[src/rtl/trap_ctrl.sv]
// trap_ctrl: machine-mode trap sequencer between commit and the mcsr block.
// Arbitrates exception > mret > interrupt (MEI > MSI > MTI) in IDLE. It then
// drives the mcsr hardware write ports for one cycle (ENTER or LEAVE). It also
// holds a fetch redirect in REDIRECT until fetch accepts it.
//
// Ports:
//   clk, rst                 clock, synchronous active-high reset
//   exc_valid/code/pc/tval   exception from the committing instruction
//   mret                     committing instruction is mret
//   commit_valid, commit_pc  instruction boundary for interrupt entry
//   irq_software/timer/external  level interrupt lines
//   mstatus_*, mie_*, mtvec_*, mepc_value  current mcsr state
//   i_*                      mcsr hardware write data and write enables
//   flush                    kill in-flight instructions
//   redirect_valid/pc/ready  fetch redirect handshake
//
// Configuration macro: TRAP_CTRL_IRQ_SYNC_EN adds a 2-flop synchronizer on
// each irq line ahead of prioritization and the mip outputs.
module trap_ctrl (
   input  logic        clk,
   input  logic        rst,
   input  logic        exc_valid,
   input  logic [4:0]  exc_code,
   input  logic [31:0] exc_pc,
   input  logic [31:0] exc_tval,
   input  logic        mret,
   input  logic        commit_valid,
   input  logic [31:0] commit_pc,
   input  logic        irq_software,
   input  logic        irq_timer,
   input  logic        irq_external,
   input  logic        mstatus_mie,
   input  logic        mstatus_mpie,
   input  logic        mie_msie,
   input  logic        mie_mtie,
   input  logic        mie_meie,
   input  logic [29:0] mtvec_base,
   input  logic [1:0]  mtvec_mode,
   input  logic [31:0] mepc_value,
   output logic [31:0] i_mepc_value,
   output logic        i_mepc_value_wen,
   output logic        i_mcause_interrupt,
   output logic        i_mcause_interrupt_wen,
   output logic [30:0] i_mcause_exception_code,
   output logic        i_mcause_exception_code_wen,
   output logic [31:0] i_mtval_value,
   output logic        i_mtval_value_wen,
   output logic        i_mstatus_mie,
   output logic        i_mstatus_mie_wen,
   output logic        i_mstatus_mpie,
   output logic        i_mstatus_mpie_wen,
   output logic        i_mip_msip,
   output logic        i_mip_msip_wen,
   output logic        i_mip_mtip,
   output logic        i_mip_mtip_wen,
   output logic        i_mip_meip,
   output logic        i_mip_meip_wen,
   output logic        flush,
   output logic        redirect_valid,
   output logic [31:0] redirect_pc,
   input  logic        redirect_ready
);

   typedef enum logic [1:0] {IDLE, ENTER, LEAVE, REDIRECT} state_t;

   state_t      state;
   logic [30:0] code_q;
   logic [31:0] pc_q;
   logic [31:0] tval_q;
   logic        flag_q;

   logic        irq_sw, irq_tm, irq_ex;
   logic        pend_ms, pend_mt, pend_me, irq_take;
   logic [4:0]  irq_code;
   logic [31:0] tvec_base, enter_target;

`ifdef TRAP_CTRL_IRQ_SYNC_EN
   logic [2:0] sync1, sync2;

   always_ff @(posedge clk) begin
      if (rst) begin
         sync1 <= '0;
         sync2 <= '0;
      end else begin
         sync1 <= {irq_external, irq_timer, irq_software};
         sync2 <= sync1;
      end
   end

   assign {irq_ex, irq_tm, irq_sw} = sync2;
`else
   assign {irq_ex, irq_tm, irq_sw} = {irq_external, irq_timer, irq_software};
`endif

   assign i_mip_msip     = irq_sw;
   assign i_mip_mtip     = irq_tm;
   assign i_mip_meip     = irq_ex;
   assign i_mip_msip_wen = 1'b1;
   assign i_mip_mtip_wen = 1'b1;
   assign i_mip_meip_wen = 1'b1;

   assign pend_ms  = irq_sw & mie_msie;
   assign pend_mt  = irq_tm & mie_mtie;
   assign pend_me  = irq_ex & mie_meie;
   assign irq_take = commit_valid & mstatus_mie & (pend_ms | pend_mt | pend_me);

   always_comb begin
      if (pend_me)      irq_code = 5'd11;
      else if (pend_ms) irq_code = 5'd3;
      else              irq_code = 5'd7;
   end

   // Vectored mode only applies to interrupts; modes 2/3 behave as direct.
   assign tvec_base    = {mtvec_base, 2'b00};
   assign enter_target = (mtvec_mode == 2'd1 && flag_q)
                         ? tvec_base + {code_q[29:0], 2'b00} : tvec_base;

   // Flush is raised in the detect cycle itself, ahead of the state change.
   assign flush = (state != IDLE) ||
                  (exc_valid || mret || irq_take);

   always_ff @(posedge clk) begin
      if (rst) begin
         state       <= IDLE;
         code_q      <= '0;
         pc_q        <= '0;
         tval_q      <= '0;
         flag_q      <= 1'b0;
         redirect_pc <= '0;
      end else begin
         case (state)
            IDLE: begin
               if (exc_valid) begin
                  code_q <= {26'b0, exc_code};
                  pc_q   <= exc_pc;
                  tval_q <= exc_tval;
                  flag_q <= 1'b0;
                  state  <= ENTER;
               end else if (mret) begin
                  state  <= LEAVE;
               end else if (irq_take) begin
                  code_q <= {26'b0, irq_code};
                  pc_q   <= commit_pc;
                  tval_q <= '0;
                  flag_q <= 1'b1;
                  state  <= ENTER;
               end
            end
            ENTER: begin
               redirect_pc <= enter_target;
               state       <= REDIRECT;
            end
            LEAVE: begin
               redirect_pc <= mepc_value;
               state       <= REDIRECT;
            end
            REDIRECT: begin
               if (redirect_ready) state <= IDLE;
            end
            default: state <= IDLE;
         endcase
      end
   end

   always_comb begin
      i_mepc_value                = '0;
      i_mepc_value_wen            = 1'b0;
      i_mcause_interrupt          = 1'b0;
      i_mcause_interrupt_wen      = 1'b0;
      i_mcause_exception_code     = '0;
      i_mcause_exception_code_wen = 1'b0;
      i_mtval_value               = '0;
      i_mtval_value_wen           = 1'b0;
      i_mstatus_mie               = 1'b0;
      i_mstatus_mie_wen           = 1'b0;
      i_mstatus_mpie              = 1'b0;
      i_mstatus_mpie_wen          = 1'b0;
      redirect_valid              = 1'b0;
      case (state)
         ENTER: begin
            i_mepc_value                = pc_q;
            i_mepc_value_wen            = 1'b1;
            i_mcause_interrupt          = flag_q;
            i_mcause_interrupt_wen      = 1'b1;
            i_mcause_exception_code     = code_q;
            i_mcause_exception_code_wen = 1'b1;
            i_mtval_value               = tval_q;
            i_mtval_value_wen           = 1'b1;
            i_mstatus_mie               = 1'b0;
            i_mstatus_mie_wen           = 1'b1;
            i_mstatus_mpie              = mstatus_mie;
            i_mstatus_mpie_wen          = 1'b1;
         end
         LEAVE: begin
            i_mstatus_mie      = mstatus_mpie;
            i_mstatus_mie_wen  = 1'b1;
            i_mstatus_mpie     = 1'b1;
            i_mstatus_mpie_wen = 1'b1;
         end
         REDIRECT: redirect_valid = 1'b1;
         default: ;
      endcase
   end

endmodule

[config.mk]
export PLATFORM = sky130hd
export DESIGN_NAME = trap_ctrl
export DESIGN_NICKNAME = d
export VERILOG_FILES = /design/src/rtl/trap_ctrl.sv
export SDC_FILE = /design/constraint.sdc
export NUM_CORES = 1
export LEC_CHECK = 0
export BUFFER_PORTS_ARGS = -buffer_cell sky130_fd_sc_hd__buf_4
export CAP_MARGIN = 0
export CORE_AREA = 2 2 126 128
export DETAILED_ROUTE_END_ITERATION = 7
export DIE_AREA = 0 0 128 130
export PLACE_DENSITY = 0.66
export SLEW_MARGIN = 15
export SYNTH_ARGS = -nofsm -noshare
export SYNTH_HDL_FRONTEND = slang
export SYNTH_SLANG_ARGS = --single-unit
[constraint.sdc]
create_clock -name clk -period 3.1 [get_ports clk]
set_input_delay 0.62 -clock clk [delete_from_list [all_inputs] [get_ports clk]]
set_output_delay 0.62 -clock clk [all_outputs]
set_load 0.01 [all_outputs]
### Word-level counts from Yosys, hierarchy flattened

Cells that the tools add are included.
W data, S select, Z words.

* register bits: 130
* input bits: 179
* logic and storage cells: 62

* add/subtract/negate cells: 1
* eq/ne operators: 7
* mux-type cells: 30
* bitwise operators: 7
* reductions and logical operators: 11

Operators by type and width (count)
* $mux W32: 9
* $mux W31: 4
* $pmux W32 S2: 1
* $add A32 B32 Y32: 1
* $mux W1: 8
* $mux W2: 4
* $pmux W2 S3: 1
* $reduce_bool A2 Y1: 3
* $and A1 B1 Y1: 5
* $eq A2 B1 Y1 const B: 2
* $eq A2 B2 Y1 const B: 2
* $mux W4: 1
* $ne A2 B2 Y1 const B: 2
* $ne A4 B4 Y1 const B: 1
* $logic_or A1 B1 Y1: 3
* $mux W3: 1
* $reduce_and A3 Y1: 1
* $logic_not A2 Y1: 1
* $or A1 B1 Y1: 2
* $pmux W1 S2: 1
* $reduce_and A2 Y1: 1
* $reduce_or A2 Y1: 1
* $logic_and A1 B1 Y1: 1

### Longest topological paths before layout

* depth after elaboration: 8
* mapped depth: 8
* mapped depth without buffers: 7

### Worst setup path after synthesis

Ideal clock, no wire load.

* kind: input port to flip-flop
* start point: input mtvec_base[0]
* end point: register redirect_pc[8]
* library setup time: 0.132 ns
* arrival: 2.350 ns
* data required time: 2.968 ns
* path slack: 0.618 ns
* stages on the path: 8
* cells stage by stage: ha_1 > fa_1 > a21oi_1 > o21a_1 > clkbuf_1 > nor3_1 > o311ai_0 > a21oi_1

* word-level cells in the longest chain between the ends: 3

Ends and longest elaborated chain
* start, declared: RTL line 37 `input logic [29:0] mtvec_base,`
* $add A32 B32 Y32: RTL line 116 `? tvec_base + {code_q[29:0], 2'b00} : tvec_base;`
* $mux W32: RTL line 116
* $pmux W32 S2: RTL line 131 `case (state)`
* end signal, assigned: RTL line 150 `redirect_pc <= enter_target;`
* end signal, assigned: RTL line 154 `redirect_pc <= mepc_value;`
* end, declared: RTL line 60 `output logic [31:0] redirect_pc,`

Every way passes these cells.
A chain may end at the register's enable or synchronous reset.

### Worst setup path after layout

* start point: register state[0]
* end point: output i_mstatus_mpie

* word-level cells in the longest chain between the ends: 2

Ends and longest elaborated chain
* start, declared: RTL line 66 `state_t state;`
* start signal, assigned: RTL line 124 `state <= IDLE;`
* start signal, assigned: RTL line 138 `state <= ENTER;`
* start signal, assigned: RTL line 140 `state <= LEAVE;`
* $eq A2 B2 Y1 or $eq A2 B1 Y1 (tied branches): RTL line 179 `case (state)`
* $pmux W1 S2 *: RTL line 179
* end, declared: RTL line 50 `output logic i_mstatus_mpie,`

Mark *: on every way between the ends. The rest lies on a longest branch, timed or not.

==> impl_metrics.py <==
metrics = {
    "grt": {
        "grt_pass1_vias": 5080,
        "grt_usage": 0.206,
        "grt-ovfl-total": 0,
        "grt_pass1_wl_mm": 27.0,
        "antenna_found_initial": 0,
        "grt_max_degree": 75,
    },
    "setup_path": {
        "cp.required_ns": 2.48,
        "worst-setup-path-type": "reg2out",
        "end_kind": "output port",
        "cp_max_fo": 9,
        "arrival_ns": 1.83,
        "cp-start-kind": "flop",
        "rrSetupSlack_ns": 0.73,
    },
    "routing": {
        "drc": 0,
        "drt-pass1-iter-count": 5,
        "drt_wl_total_mm": 18.0,
        "drtIter0Drc": 286,
        "num_vias": 5608,
        "antenna_violating_nets_post_route": 0,
        "routed_via_density": 5.11,
        "routedWlPerCell_um": 16.4,
    },
    "power": {
        "combPwrFrac": 0.462,
        "swShare": 0.384,
        "p_leak_nw": 3.80,
        "p_int_mw": 3.68,
        "p_sw_mw": 2.30,
        "peakVddDrop_v": 0.000495,
        "pwr-share-seq": 0.332,
        "clkPwrFrac": 0.207,
        "p_per_area_nw_per_um2": 729,
    },
    "sta": {
        "min_period_ns": 2.45,
        "hold_viol": 0,
        "clock_skew_ns": 0.00908,
        "holdWs_ns": 0.468,
        "slew_viol_final": 0,
        "period_share": 0.790,
        "rsz0062_at_grt": "false",
        "worst_slew_pin_slew_ns": 0.939,
        "setup_tns_ns": 0,
        "slew_headroom": 0.374,
        "setup_viol": 0,
        "worst_slack_ns": 0.652,
        "max_freq_ghz": 0.409,
    },
    "yosys": {
        "ys_ff_latch": 104,
        "seq_area_frac_synth": 0.368,
        "synth_ff_type": "dfxtp_1",
        "ys_async_sr_fraction": 0,
        "avgSynthCellArea_sq_um": 8.84,
        "syn_area_sq_um": 5660,
        "yosys.cell_types.count": 55,
        "syn_inst": 640,
        "synth_edf_count": 0,
        "synth_warnings": 0,
    },
    "clocking": {
        "clock_path_buffers": 2,
        "clk_latency_ns": 0.35,
        "cts.reportedPaths.clkPinSlew_ns": 0.08,
        "cts_hold_buf": 0,
        "post_cts_buffers": 0,
        "cts.htree.levels": 3,
        "cts_resized": 0,
        "numCtsBuffers": 9,
        "cts.sinks": 104,
        "root_buffer": "clkbuf_16",
        "cts_tree": "built",
    },
    "die": {
        "io_pins": 323,
        "start_util": 0.367,
        "die_area_sq_um": 16600,
        "fp.dieW_um": 128,
        "fp-row-count": 46,
        "fp.coreArea_sq_um": 15400,
        "die_y_um": 130,
    },
    "cells_and_area": {
        "multi_input_area_sq_um": 3190,
        "insertedDiodeCount": 0,
        "synthToLayoutAreaGrowth_pct": 44.9,
        "n_fill_cell": 1520,
        "drive_gt1_frac": 0.372,
        "nets": 1091,
        "finalCoreUtilization": 0.532,
        "seq_area_sq_um": 2080,
    },
    "placement": {
        "pre_cts_slack_ns": 0.465,
        "place.gp.congestion": 0.924,
        "io_buffers": 293,
        "dp_hpwl_mm": 13.6,
    },
    "status": {
        "status": "complete, no violations",
    },
    "flow_run": {
        "cap_violations": 0,
    },
    "worst_hold_path": {
        "holdCritPathClass": "reg2reg",
    },
}
[logic make-up after synthesis]
kind of cell,share of synthesized area
buf+inv,0.0878
xor+xnor,0.0340
other cells,0.00133
mux,0.0654
flops,0.368
simple gates,0.197
compound gates,0.221
fa+ha+maj,0.0256
[metrics by stage]
stage / cells / cell area (sq um) / power [mW]
finish: 1098 / 8200 / 5.98
global route: 1098 / 8200 / 6.37
CTS: 1098 / 8200 / 6.02
detailed placement: 1082 / 7880 / 4.77
global placement: 1082 / 7880 / 4.75
floorplan: 667 / 5760 / 3.60
[critical path: stages (launching register included)]
cell and delay, ns:
dfxtp_1 0.39, inv_1 0.10, ha_1 0.49, clkinv_1 0.20, nor2_1 0.16, buf_4 0.14
[layer usage]
| metal | track usage | vias to the layer above | share of wire |
|---|---|---|---|
| li1 | - | 2789 | - |
| met1 | 0.261 | 2603 | 0.43 |
| met2 | 0.355 | 202 | 0.50 |
| met3 | 0.0410 | 14 | 0.063 |
| met4 | 0.0640 | 0 | 0.013 |
| met5 | 0 | - | 0 |
[layout by cell type, fill, tap and decap left out, types with 9 or more instances in the layout]
master	count
a21oi_1	16
nand2_1	20
a211oi_1	38
mux2i_1	37
a22o_1	33
xor2_1	14
and2_1	73
buf_4	305
nand3_1	10
clkbuf_16	9
nor3_1	10
nor2_1	48
dfxtp_1	104
o22ai_1	19
a22oi_1	23
inv_1	10
ha_1	9
o21ai_0	13
conb_1	29
[path summary, 6_finish.rpt]
check	startpoint	end	depth (start not counted)
setup / recovery	state[0]	i_mstatus_mpie	5
hold / removal	tval_q[3]	tval_q[3]	1
setup reg to reg	state[0]	redirect_pc[31]	7
hold reg to reg	tval_q[3]	tval_q[3]	1
[sequential cells by signal, summed over array words and instances (netlist names)]
signal / flops
redirect_pc: 32
state: 2
flag_q: 1
code_q: 5
tval_q: 32
pc_q: 32
[final cells by class]
type / count / share of cell area
clock buffers: 9 / 0.0275
clock inverters: 7 / 0.0113
inverters: 11 / 0.00503
multi-input cells: 468 / 0.389
flip-flops and latches: 104 / 0.254
well taps: 192 / 0.0293
repair buffers: 307 / 0.284
[synth_stat cells, drive strengths merged, types with 2 or more instances]
library cell / number / share of area
dfxtp: 104 / 0.37
and2: 73 / 0.081
nor2: 50 / 0.033
buf: 43 / 0.053
clkbuf: 41 / 0.027
a211oi: 39 / 0.053
mux2i: 37 / 0.065
a22o: 33 / 0.051
a22oi: 23 / 0.031
nand2: 20 / 0.013
o22ai: 19 / 0.021
a21oi: 16 / 0.014
xor2: 14 / 0.022
o21ai: 13 / 0.011
ha: 10 / 0.022
inv: 10 / 0.0066
nand3: 10 / 0.0088
nor3: 10 / 0.0088
nand4: 8 / 0.0088
nor4: 8 / 0.015
xnor2: 8 / 0.012
o2111ai: 5 / 0.0077
and3: 4 / 0.0044
a31oi: 3 / 0.0033
nand3b: 3 / 0.0040
o211ai: 3 / 0.0040
o21a: 3 / 0.0040
or3: 3 / 0.0033
and4: 2 / 0.0031
conb: 2 / 0.0013
nor2b: 2 / 0.0022
o21bai: 2 / 0.0027
o221a: 2 / 0.0040
or4: 2 / 0.0033
[power by group through the flow]
stage / logic, mW / registers (mW) / clock network [mW]
final: 2.76 / 1.98 / 1.24
after global routing: 3.02 / 2.03 / 1.31
after CTS: 2.77 / 1.98 / 1.27
after detailed placement: 2.76 / 2.01 / 0
after global placement: 2.74 / 2.00 / 0
after floorplan: 1.56 / 2.04 / 0
Note: power is estimated with default switching activity, not from simulation.
